File: src/rtl/reg_writeback_if.sv
`timescale 1ns/1ps
// reg_writeback_if: bundle of every writeback-unit signal except Clk and reset.
//   Issue side : in_valid, inst, alu_result (to unit), in_ready (from unit)
//   Memory side: dmem_req, dmem_addr (from unit), dmem_ack, dmem_rdata (to unit)
//   Reg file   : busW, RegWr, Rw (from unit)
//   Status     : timeout_err, misalign_err (from unit)
// Modport slave is the writeback unit; modport master is its environment.
interface reg_writeback_if;
  logic        in_valid;
  logic        in_ready;
  logic [31:0] inst;
  logic [31:0] alu_result;
  logic        dmem_req;
  logic [31:0] dmem_addr;
  logic        dmem_ack;
  logic [31:0] dmem_rdata;
  logic [31:0] busW;
  logic        RegWr;
  logic [4:0]  Rw;
  logic        timeout_err;
  logic        misalign_err;

  modport slave (
    input  in_valid, inst, alu_result, dmem_ack, dmem_rdata,
    output in_ready, dmem_req, dmem_addr, busW, RegWr, Rw, timeout_err, misalign_err
  );

  modport master (
    output in_valid, inst, alu_result, dmem_ack, dmem_rdata,
    input  in_ready, dmem_req, dmem_addr, busW, RegWr, Rw, timeout_err, misalign_err
  );
endinterface

File: src/rtl/reg_writeback.sv
`timescale 1ns/1ps
// reg_writeback: RV32I writeback unit driving the register-file write port.
// Accepts one retiring instruction plus ALU result. Non-loads write alu_result.
// Loads read one word from data memory over a req/ack handshake, then extract
// and extend the byte/half/word. busW/RegWr/Rw are valid for exactly one cycle.
// Ports:
//   Clk    : system clock, posedge-sampled
//   reset  : asynchronous, active-high
//   wb     : reg_writeback_if.slave (issue, data-memory, reg-file, status)
// Parameter:
//   TIMEOUT_CYCLES : REQ cycles without dmem_ack before the load is abandoned (>=2)
// Build option:
//   WB_MISALIGN_TRAP_EN : trap misaligned LH/LHU/LW (no request, misalign_err pulse);
//                         undefined -> misalign_err stays 0, aligned-down extraction.
module reg_writeback #(
  parameter int unsigned TIMEOUT_CYCLES = 16
) (
  input  logic          Clk,
  input  logic          reset,
  reg_writeback_if.slave wb
);

  localparam logic [6:0]  OPC_LOAD = 7'b0000011;
  localparam int unsigned CNT_W    = $clog2(TIMEOUT_CYCLES + 1);

  typedef enum logic [1:0] {
    S_IDLE,
    S_REQ,
    S_WRITE
  } state_t;

  state_t           state_q, state_d;
  logic [CNT_W-1:0] cnt_q, cnt_d;
  logic [4:0]       rd_q, rd_d;
  logic [2:0]       f3_q, f3_d;
  logic [1:0]       boff_q, boff_d;
  logic [31:0]      busW_q, busW_d;
  logic [31:0]      addr_q, addr_d;
  logic             regwr_q, regwr_d;
  logic             req_q, req_d;
  logic             to_q, to_d;
  logic             mis_q, mis_d;

  logic [6:0]  in_opc;
  logic [4:0]  in_rd;
  logic [2:0]  in_f3;
  logic        ld_illegal;
  logic        ld_misalign;
  logic        accept;
  logic [7:0]  byte_sel;
  logic [15:0] half_sel;
  logic [31:0] ext;
  logic        unused_inst_hi;

  assign in_opc = wb.inst[6:0];
  assign in_rd  = wb.inst[11:7];
  assign in_f3  = wb.inst[14:12];
  assign unused_inst_hi = ^wb.inst[31:15];

  assign ld_illegal = (in_f3 == 3'b011) || (in_f3 == 3'b110) || (in_f3 == 3'b111);

`ifdef WB_MISALIGN_TRAP_EN
  // f3[1:0]==01 covers LH and LHU; LW is exactly 010.
  assign ld_misalign = ((in_f3[1:0] == 2'b01) && wb.alu_result[0]) ||
                       ((in_f3 == 3'b010) && (wb.alu_result[1:0] != 2'b00));
`else
  assign ld_misalign = 1'b0;
`endif

  assign wb.in_ready = (state_q == S_IDLE) && !reset;
  assign accept      = wb.in_valid && wb.in_ready;

  // Lane select uses the latched address offset; halves look only at b[1].
  always_comb begin
    byte_sel = wb.dmem_rdata[{boff_q, 3'b000} +: 8];
    half_sel = boff_q[1] ? wb.dmem_rdata[31:16] : wb.dmem_rdata[15:0];
    case (f3_q)
      3'b000:  ext = {{24{byte_sel[7]}}, byte_sel};
      3'b100:  ext = {24'h000000, byte_sel};
      3'b001:  ext = {{16{half_sel[15]}}, half_sel};
      3'b101:  ext = {16'h0000, half_sel};
      default: ext = wb.dmem_rdata;
    endcase
  end

  always_comb begin
    state_d = state_q;
    cnt_d   = cnt_q;
    rd_d    = rd_q;
    f3_d    = f3_q;
    boff_d  = boff_q;
    busW_d  = busW_q;
    addr_d  = addr_q;
    req_d   = req_q;
    regwr_d = 1'b0;
    to_d    = 1'b0;
    mis_d   = 1'b0;

    case (state_q)
      S_IDLE: begin
        if (accept) begin
          rd_d = in_rd;
          if (in_opc != OPC_LOAD) begin
            busW_d  = wb.alu_result;
            regwr_d = (in_rd != 5'd0);
            state_d = S_WRITE;
          end else if (ld_illegal) begin
            state_d = S_WRITE;
          end else if (ld_misalign) begin
            mis_d   = 1'b1;
            state_d = S_WRITE;
          end else begin
            f3_d    = in_f3;
            boff_d  = wb.alu_result[1:0];
            addr_d  = {wb.alu_result[31:2], 2'b00};
            req_d   = 1'b1;
            cnt_d   = '0;
            state_d = S_REQ;
          end
        end
      end

      S_REQ: begin
        // Ack is tested before the timeout so an ack on the last cycle still writes.
        if (wb.dmem_ack) begin
          busW_d  = ext;
          regwr_d = (rd_q != 5'd0);
          req_d   = 1'b0;
          cnt_d   = '0;
          state_d = S_WRITE;
        end else if (cnt_q == CNT_W'(TIMEOUT_CYCLES - 1)) begin
          req_d   = 1'b0;
          to_d    = 1'b1;
          cnt_d   = '0;
          state_d = S_IDLE;
        end else begin
          cnt_d = cnt_q + 1'b1;
        end
      end

      S_WRITE: state_d = S_IDLE;

      default: state_d = S_IDLE;
    endcase
  end

  always_ff @(posedge Clk or posedge reset) begin
    if (reset) begin
      state_q <= S_IDLE;
      cnt_q   <= '0;
      rd_q    <= '0;
      f3_q    <= '0;
      boff_q  <= '0;
      busW_q  <= '0;
      addr_q  <= '0;
      regwr_q <= 1'b0;
      req_q   <= 1'b0;
      to_q    <= 1'b0;
      mis_q   <= 1'b0;
    end else begin
      state_q <= state_d;
      cnt_q   <= cnt_d;
      rd_q    <= rd_d;
      f3_q    <= f3_d;
      boff_q  <= boff_d;
      busW_q  <= busW_d;
      addr_q  <= addr_d;
      regwr_q <= regwr_d;
      req_q   <= req_d;
      to_q    <= to_d;
      mis_q   <= mis_d;
    end
  end

  assign wb.busW         = busW_q;
  assign wb.RegWr        = regwr_q;
  assign wb.Rw           = rd_q;
  assign wb.dmem_req     = req_q;
  assign wb.dmem_addr    = addr_q;
  assign wb.timeout_err  = to_q;
  assign wb.misalign_err = mis_q;

endmodule

File: src/flat_wrapper.sv
// flat-port wrapper written by rule: the top's interface ports become plain ports
module reg_writeback_flat 
#(
  parameter int unsigned TIMEOUT_CYCLES = 16
)
  (Clk, reset, wb_in_valid, wb_inst, wb_alu_result, wb_dmem_ack, wb_dmem_rdata, wb_in_ready, wb_dmem_req, wb_dmem_addr, wb_busW, wb_RegWr, wb_Rw, wb_timeout_err, wb_misalign_err);
  reg_writeback_if wb_i ();
  input  logic Clk;
  input  logic reset;
  input wire logic [$bits(wb_i.in_valid)-1:0] wb_in_valid;
  input wire logic [$bits(wb_i.inst)-1:0] wb_inst;
  input wire logic [$bits(wb_i.alu_result)-1:0] wb_alu_result;
  input wire logic [$bits(wb_i.dmem_ack)-1:0] wb_dmem_ack;
  input wire logic [$bits(wb_i.dmem_rdata)-1:0] wb_dmem_rdata;
  output wire logic [$bits(wb_i.in_ready)-1:0] wb_in_ready;
  output wire logic [$bits(wb_i.dmem_req)-1:0] wb_dmem_req;
  output wire logic [$bits(wb_i.dmem_addr)-1:0] wb_dmem_addr;
  output wire logic [$bits(wb_i.busW)-1:0] wb_busW;
  output wire logic [$bits(wb_i.RegWr)-1:0] wb_RegWr;
  output wire logic [$bits(wb_i.Rw)-1:0] wb_Rw;
  output wire logic [$bits(wb_i.timeout_err)-1:0] wb_timeout_err;
  output wire logic [$bits(wb_i.misalign_err)-1:0] wb_misalign_err;
  assign wb_i.in_valid = wb_in_valid;
  assign wb_i.inst = wb_inst;
  assign wb_i.alu_result = wb_alu_result;
  assign wb_i.dmem_ack = wb_dmem_ack;
  assign wb_i.dmem_rdata = wb_dmem_rdata;
  assign wb_in_ready = wb_i.in_ready;
  assign wb_dmem_req = wb_i.dmem_req;
  assign wb_dmem_addr = wb_i.dmem_addr;
  assign wb_busW = wb_i.busW;
  assign wb_RegWr = wb_i.RegWr;
  assign wb_Rw = wb_i.Rw;
  assign wb_timeout_err = wb_i.timeout_err;
  assign wb_misalign_err = wb_i.misalign_err;
  reg_writeback #(.TIMEOUT_CYCLES(TIMEOUT_CYCLES)) u_core (.Clk(Clk), .reset(reset), .wb(wb_i));
endmodule
File: config.mk
export PLATFORM = sky130hd
export DESIGN_NAME = reg_writeback_flat
export DESIGN_NICKNAME = d
export VERILOG_FILES = /design/src/rtl/reg_writeback_if.sv /design/src/rtl/reg_writeback.sv /design/src/flat_wrapper.sv
export SDC_FILE = /design/constraint.sdc
export NUM_CORES = 1
export LEC_CHECK = 0
export ABC_CLOCK_PERIOD_IN_PS = 3200
export CORE_MARGIN = 4
export CORE_UTILIZATION = 45
export CTS_BUF_LIST = sky130_fd_sc_hd__clkbuf_2
export DETAILED_ROUTE_END_ITERATION = 8
export GPL_TIMING_DRIVEN = 0
export PLACE_DENSITY = 0.83
export SLEW_MARGIN = 10
export SYNTH_ARGS = -nofsm -noshare
export SYNTH_HDL_FRONTEND = slang
export SYNTH_SLANG_ARGS = --single-unit
File: constraint.sdc
create_clock -name Clk -period 3.2 [get_ports Clk]
set_input_delay 0.8 -clock Clk [delete_from_list [all_inputs] [get_ports Clk]]
set_output_delay 0.8 -clock Clk [all_outputs]
set_load 0.02 [all_outputs]
# Word level (Yosys, flattened, before mapping)
# Cells that the tools add are included.
# totals
register_bits,82
input_bits,100
output_inout_bits,74
wordCells,76
# op_classes
n_addsub,1
eq_ne,15
shift,1
mux,31
bitwise,2
n_reduce_logical,16
# op_table
cell,n
$pmux 32 s4,1
$mux 32,3
$pmux 32 s2,1
$shiftx 32x6->8,1
$mux 5,5
$mux 16,1
$eq 3x3->1 const B,4
$reduce_and 4->1,3
$mux 1,11
$mux 2,5
$pmux 5 s2,1
$reduce_bool 5->1,2
$ne 2x2->1 const B,4
$ne 7x2->1 const B,1
$add 5x1->5 const B,1
$eq 5x4->1 const B,1
$reduce_and 5->1,1
$pmux 1 s2,2
$pmux 2 s2,1
$reduce_and 2->1,2
$eq 3x1->1 const B,1
$eq 3x2->1 const B,1
$logic_not 3->1,1
$ne 3x2->1 const B,1
other kinds (8),11

# Longest topological paths before layout
# depth
ltp_word,7
ltp_mapped,7
depth_no_buf,5

# Worst setup path before layout
# OpenSTA, ideal clock, no wires.
# synth_timing
path_kind,input to register
from,input port reset
to,register u_core.state_q[1]
setup_time_ns,0.082
arrival_ns,2.884
required_time_ns,3.118
slack_ns,0.234
stages,3
n_path_buf,0
path_cell_list,inv_1 > nand4b_1 > a21oi_1
# synth_between
elab_chain_len,5
# synth_rtl
item,line_no,rtl
"start, declared",flat_wrapper.sv:9,input logic reset;
$logic_not 1->1,reg_writeback.sv:70,assign wb.in_ready = (state_q == S_IDLE) && !reset;
$logic_and 1x1->1,reg_writeback.sv:70,
$logic_and 1x1->1,reg_writeback.sv:71,assign accept = wb.in_valid && wb.in_ready;
$ne 2x1->1 (no source line),--,
$reduce_and 2->1 (no source line),--,
"end signal, assigned",reg_writeback.sv:161,state_q <= state_d;
"end, declared",reg_writeback.sv:32,"state_t state_q, state_d;"
# Every way passes these cells.
# A chain may end at the register's enable or synchronous reset.

# Worst setup path in the final report
# layout_timing
from,input port reset
to,output port wb_in_ready
# layout_between
elab_chain_len,2
# layout_rtl
item,line_no,rtl
$logic_not 1->1,reg_writeback.sv:70,
$logic_and 1x1->1,reg_writeback.sv:70,
"end, declared",flat_wrapper.sv:15,output wire logic [$bits(wb_i.in_ready)-1:0] wb_in_ready;
# Every way passes these cells.

==> flow_summary_export.csv <==
group,metric,value,unit
status,status,"finished, final reports clean",
placement,io_buffers,153,
sta,finalSetupTns,0,ns
critical_path,critPathArrivalTime,2.15,ns
cells_and_area,nNetsFinal,654,
placement,dp_hpwl,10500,µm
sta,relSlewSlack,42.54,%
cells_and_area,fin_util,64.81,%
routing,post_drt_wl_per_cell,19.74,µm
critical_path,r2r_slack,0.95,ns
routing,drc,0,
sta,layout_setup_ws,0.2495,ns
cells_and_area,antennaDiodeCount,0,
sta,skew,0.03533,ns
die,die_area,11540,µm²
routing,vias_per_cell,5.706,
routing,wl_met3,896,µm
pwr,power,0.002374,W
sta,fmax,338.9,MHz
critical_path,reg2reg_depth,7,
die,rows,36,
cts,cts_tree,"done",
sta,fin_crit_sh,92.20,%
placement,place_ws,0.2270,ns
cells_and_area,n_fill_cell,805,
routing,top_layer,"met4",
cts,cts_sinks,82,
yosys,ys.flop_type,"dfrtp_1",
routing,ant_nets,0,
yosys,ys_seq_elements,82,
sta,worst_pin_slew,0.8567,ns
cells_and_area,drive_gt1_share,16.16,%
die,die_h,107.4,µm
placement,place_area,6177,µm²
cells_and_area,final-seq-area,2052,µm²
cts,clock-root-buffer,"clkbuf_2",
die,core_area,9684,µm²
critical_path,reg2reg_to,"u_core.wb.busW[23]$_DFFE_PP0P_",
critical_path,path_class,"in -> out",
yosys,async_flop_share,100.0,%
cells_and_area,final_common_cell,"clkdlybuf4s50_1",
cts,cts_resized,0,
die,die_w,107.4,µm
die,ios,174,
cts,clk_pin_slew_worst_paths,0.18,ns
pwr,ir_drop,211.6,µV
yosys,yosysSeqAreaShare,46.12,%
yosys,post_synth.cell_area_avg,11.53,µm²
worst_hold_path,hold-path-endpoint,"u_core.wb.busW[26]$_DFFE_PP0P_",
cts,cts_max_level,3,
worst_hold_path,hp-class,"reg -> reg",
yosys,yosys.cell_types.count,47,
routing,wl_met2,6577,µm
cells_and_area,final_cell_mix,"clkdlybuf4s50_1 (153), dfrtp_1 (82), mux2_4 (28)",
sta,rsz0062_at_grt,"false",
cells_and_area,multi_input_area,2168,µm²
routing,vias,3937,
placement,routabilityCongestion,0.8810,
sta,setup_violations,0,
cts,ctsLongestPathBuffers,2,
sta,hold_violations,0,
cts,hold_buffers,0,
cells_and_area,design_area,6276,µm²
pwr,leakage,2.654,nW
routing,routed_wl,13620,µm
worst_hold_path,hold_depth,1,
job,cap_violations,0,
cells_and_area,syn_to_final_growth,41.06,%
die,start_util,45.94,%
worst_hold_path,worstHoldStart,"u_core.wb.busW[26]$_DFFE_PP0P_",
critical_path,worst_setup_path_end_kind,"primary output",
yosys,synth_edf_count,0,
pwr,p_per_area,378.3,nW/µm²
global_routing,grt_max_degree,47,
sta,timing.final.crit_period,2.951,ns
sta,slew_violations,0,
global_routing,grtUsageTotal,23.89,%
cts,clk_latency,0.54,ns
yosys,netlist_instances,386,
cts,cts_buffers,9,
critical_path,crit_path_start_kind,"primary input",
routing,drt_iter0_markers,261,
critical_path,worst_ep_required_time,2.40,ns
global_routing,grt-ovfl-total,0,
routing,drt_pass1_iterations,5,
global_routing,grt_antenna_before_repair,0,
global_routing,grt_pass1_wl,21550,µm
cts,cts_setup_buffers,0,
critical_path,worstPathMaxFanout,4,
yosys,yosysWarnings,0,
critical_path,r2r_start,"u_core.state_q[0]$_DFFE_PP0P_",
yosys,netlist_area,4449,µm²
routing,wl_met1,5740,µm
global_routing,grt_pass1_vias,4077,
## state kept, by name (all words and copies together), names as in the netlist
signal                 flops
u_core.cnt_q               5
u_core.wb.dmem_req         1
u_core.state_q             2
u_core.f3_q                3
u_core.boff_q              2
u_core.wb.busW            32
u_core.wb.timeout_err      1
u_core.wb.dmem_addr       30
u_core.wb.RegWr            1
u_core.wb.Rw               5
## worst max-delay path, stage by stage
cell and delay, ns:
clkdlybuf4s50_1 0.53, nor3_1 0.19, clkdlybuf4s50_1 0.63
## cell type report
cell class                 count  share of cell area [%]
multi-input combinational    264                   34.55
sequential                    82                   32.70
timing repair buffer         154                   24.72
buffer                        36                   3.409
tap                          133                   2.652
clock buffer                  11                  0.8772
clock inverter                 4                  0.6978
inverter                       6                  0.3987
## cells in the mapped netlist, types with 2 or more instances
master     number  area [µm²]
inv_1           6       22.52
a31oi_1        13       81.33
dfrtp_1        82        2052
nand4_1         2       12.51
o22ai_1        19       118.9
buf_2           6       30.03
nand2b_1        6       37.54
a21oi_1         4       20.02
buf_6           8       90.09
mux2_4         28       420.4
o221ai_1        6       52.55
o2bb2ai_1       9       78.83
nor3_1         16       80.08
o21ai_0        17       85.08
nor2_1         11       41.29
a221oi_1       20       175.2
buf_4           3       22.52
nor2b_1         8       50.05
mux2_2         12       135.1
nor3b_1        10       75.07
nand3_1         4       20.02
o2bb2ai_2      10       150.1
or4_1           2       15.01
nand2_1        22       82.58
clkbuf_1       19       71.32
mux2i_1        17       170.2
o2111ai_1       6       52.55
## how the worst max path moves through the flow
stage               depth (start not counted)       start                                  end  slack [ns]
global route                                3       reset                          wb_in_ready        0.20
detailed placement                          5  wb_inst[2]  u_core.wb.dmem_addr[22]$_DFFE_PP0P_        0.23
global placement                            2       reset  u_core.wb.dmem_addr[15]$_DFFE_PP0P_       -1.09
CTS                                         3       reset                          wb_in_ready        0.24
floorplan                                   3       reset        u_core.state_q[1]$_DFFE_PP0P_        0.23
finish                                      3       reset                          wb_in_ready        0.25
## where the power goes
part	leakage, nW	switching, W	internal (W)	total, W
logic	1.52	0.000313	0.000356	0.000669
registers	1.06	0.0000620	0.00113	0.00119
clock network	0.0692	0.000338	0.000178	0.000516
total	2.65	0.000713	0.00166	0.00237
## kinds of logic (layout without fill, tap and decap cells)
group | after synthesis | count (layout) | share of synthesized area (%)
compound gates | 112 | 112 | 19.99
buf+inv | 42 | 211 | 5.315
simple gates | 91 | 91 | 11.90
mux | 57 | 57 | 16.31
flops | 82 | 82 | 46.12
fa+ha+maj | 1 | 1 | 0.2812
other cells | 1 | 3 | 0.08428
## stage by stage
stage | hold WS, ns | instances
2_1_floorplan | 0.4413 | 388
4_1_cts | 0.5161 | 690
3_5_place_dp | 0.4777 | 675
6_report | 0.5109 | 690
3_3_place_gp | 0.4738 | 674
5_1_grt | 0.5378 | 690
## per-layer routing
metal  up-vias  GRT usage, %
met3        30         4.319
met1      1934         30.65
met5         -             0
met4         0         10.01
met2       165         39.77
li1       1808             -
Note: power is estimated with default switching activity, not from simulation.
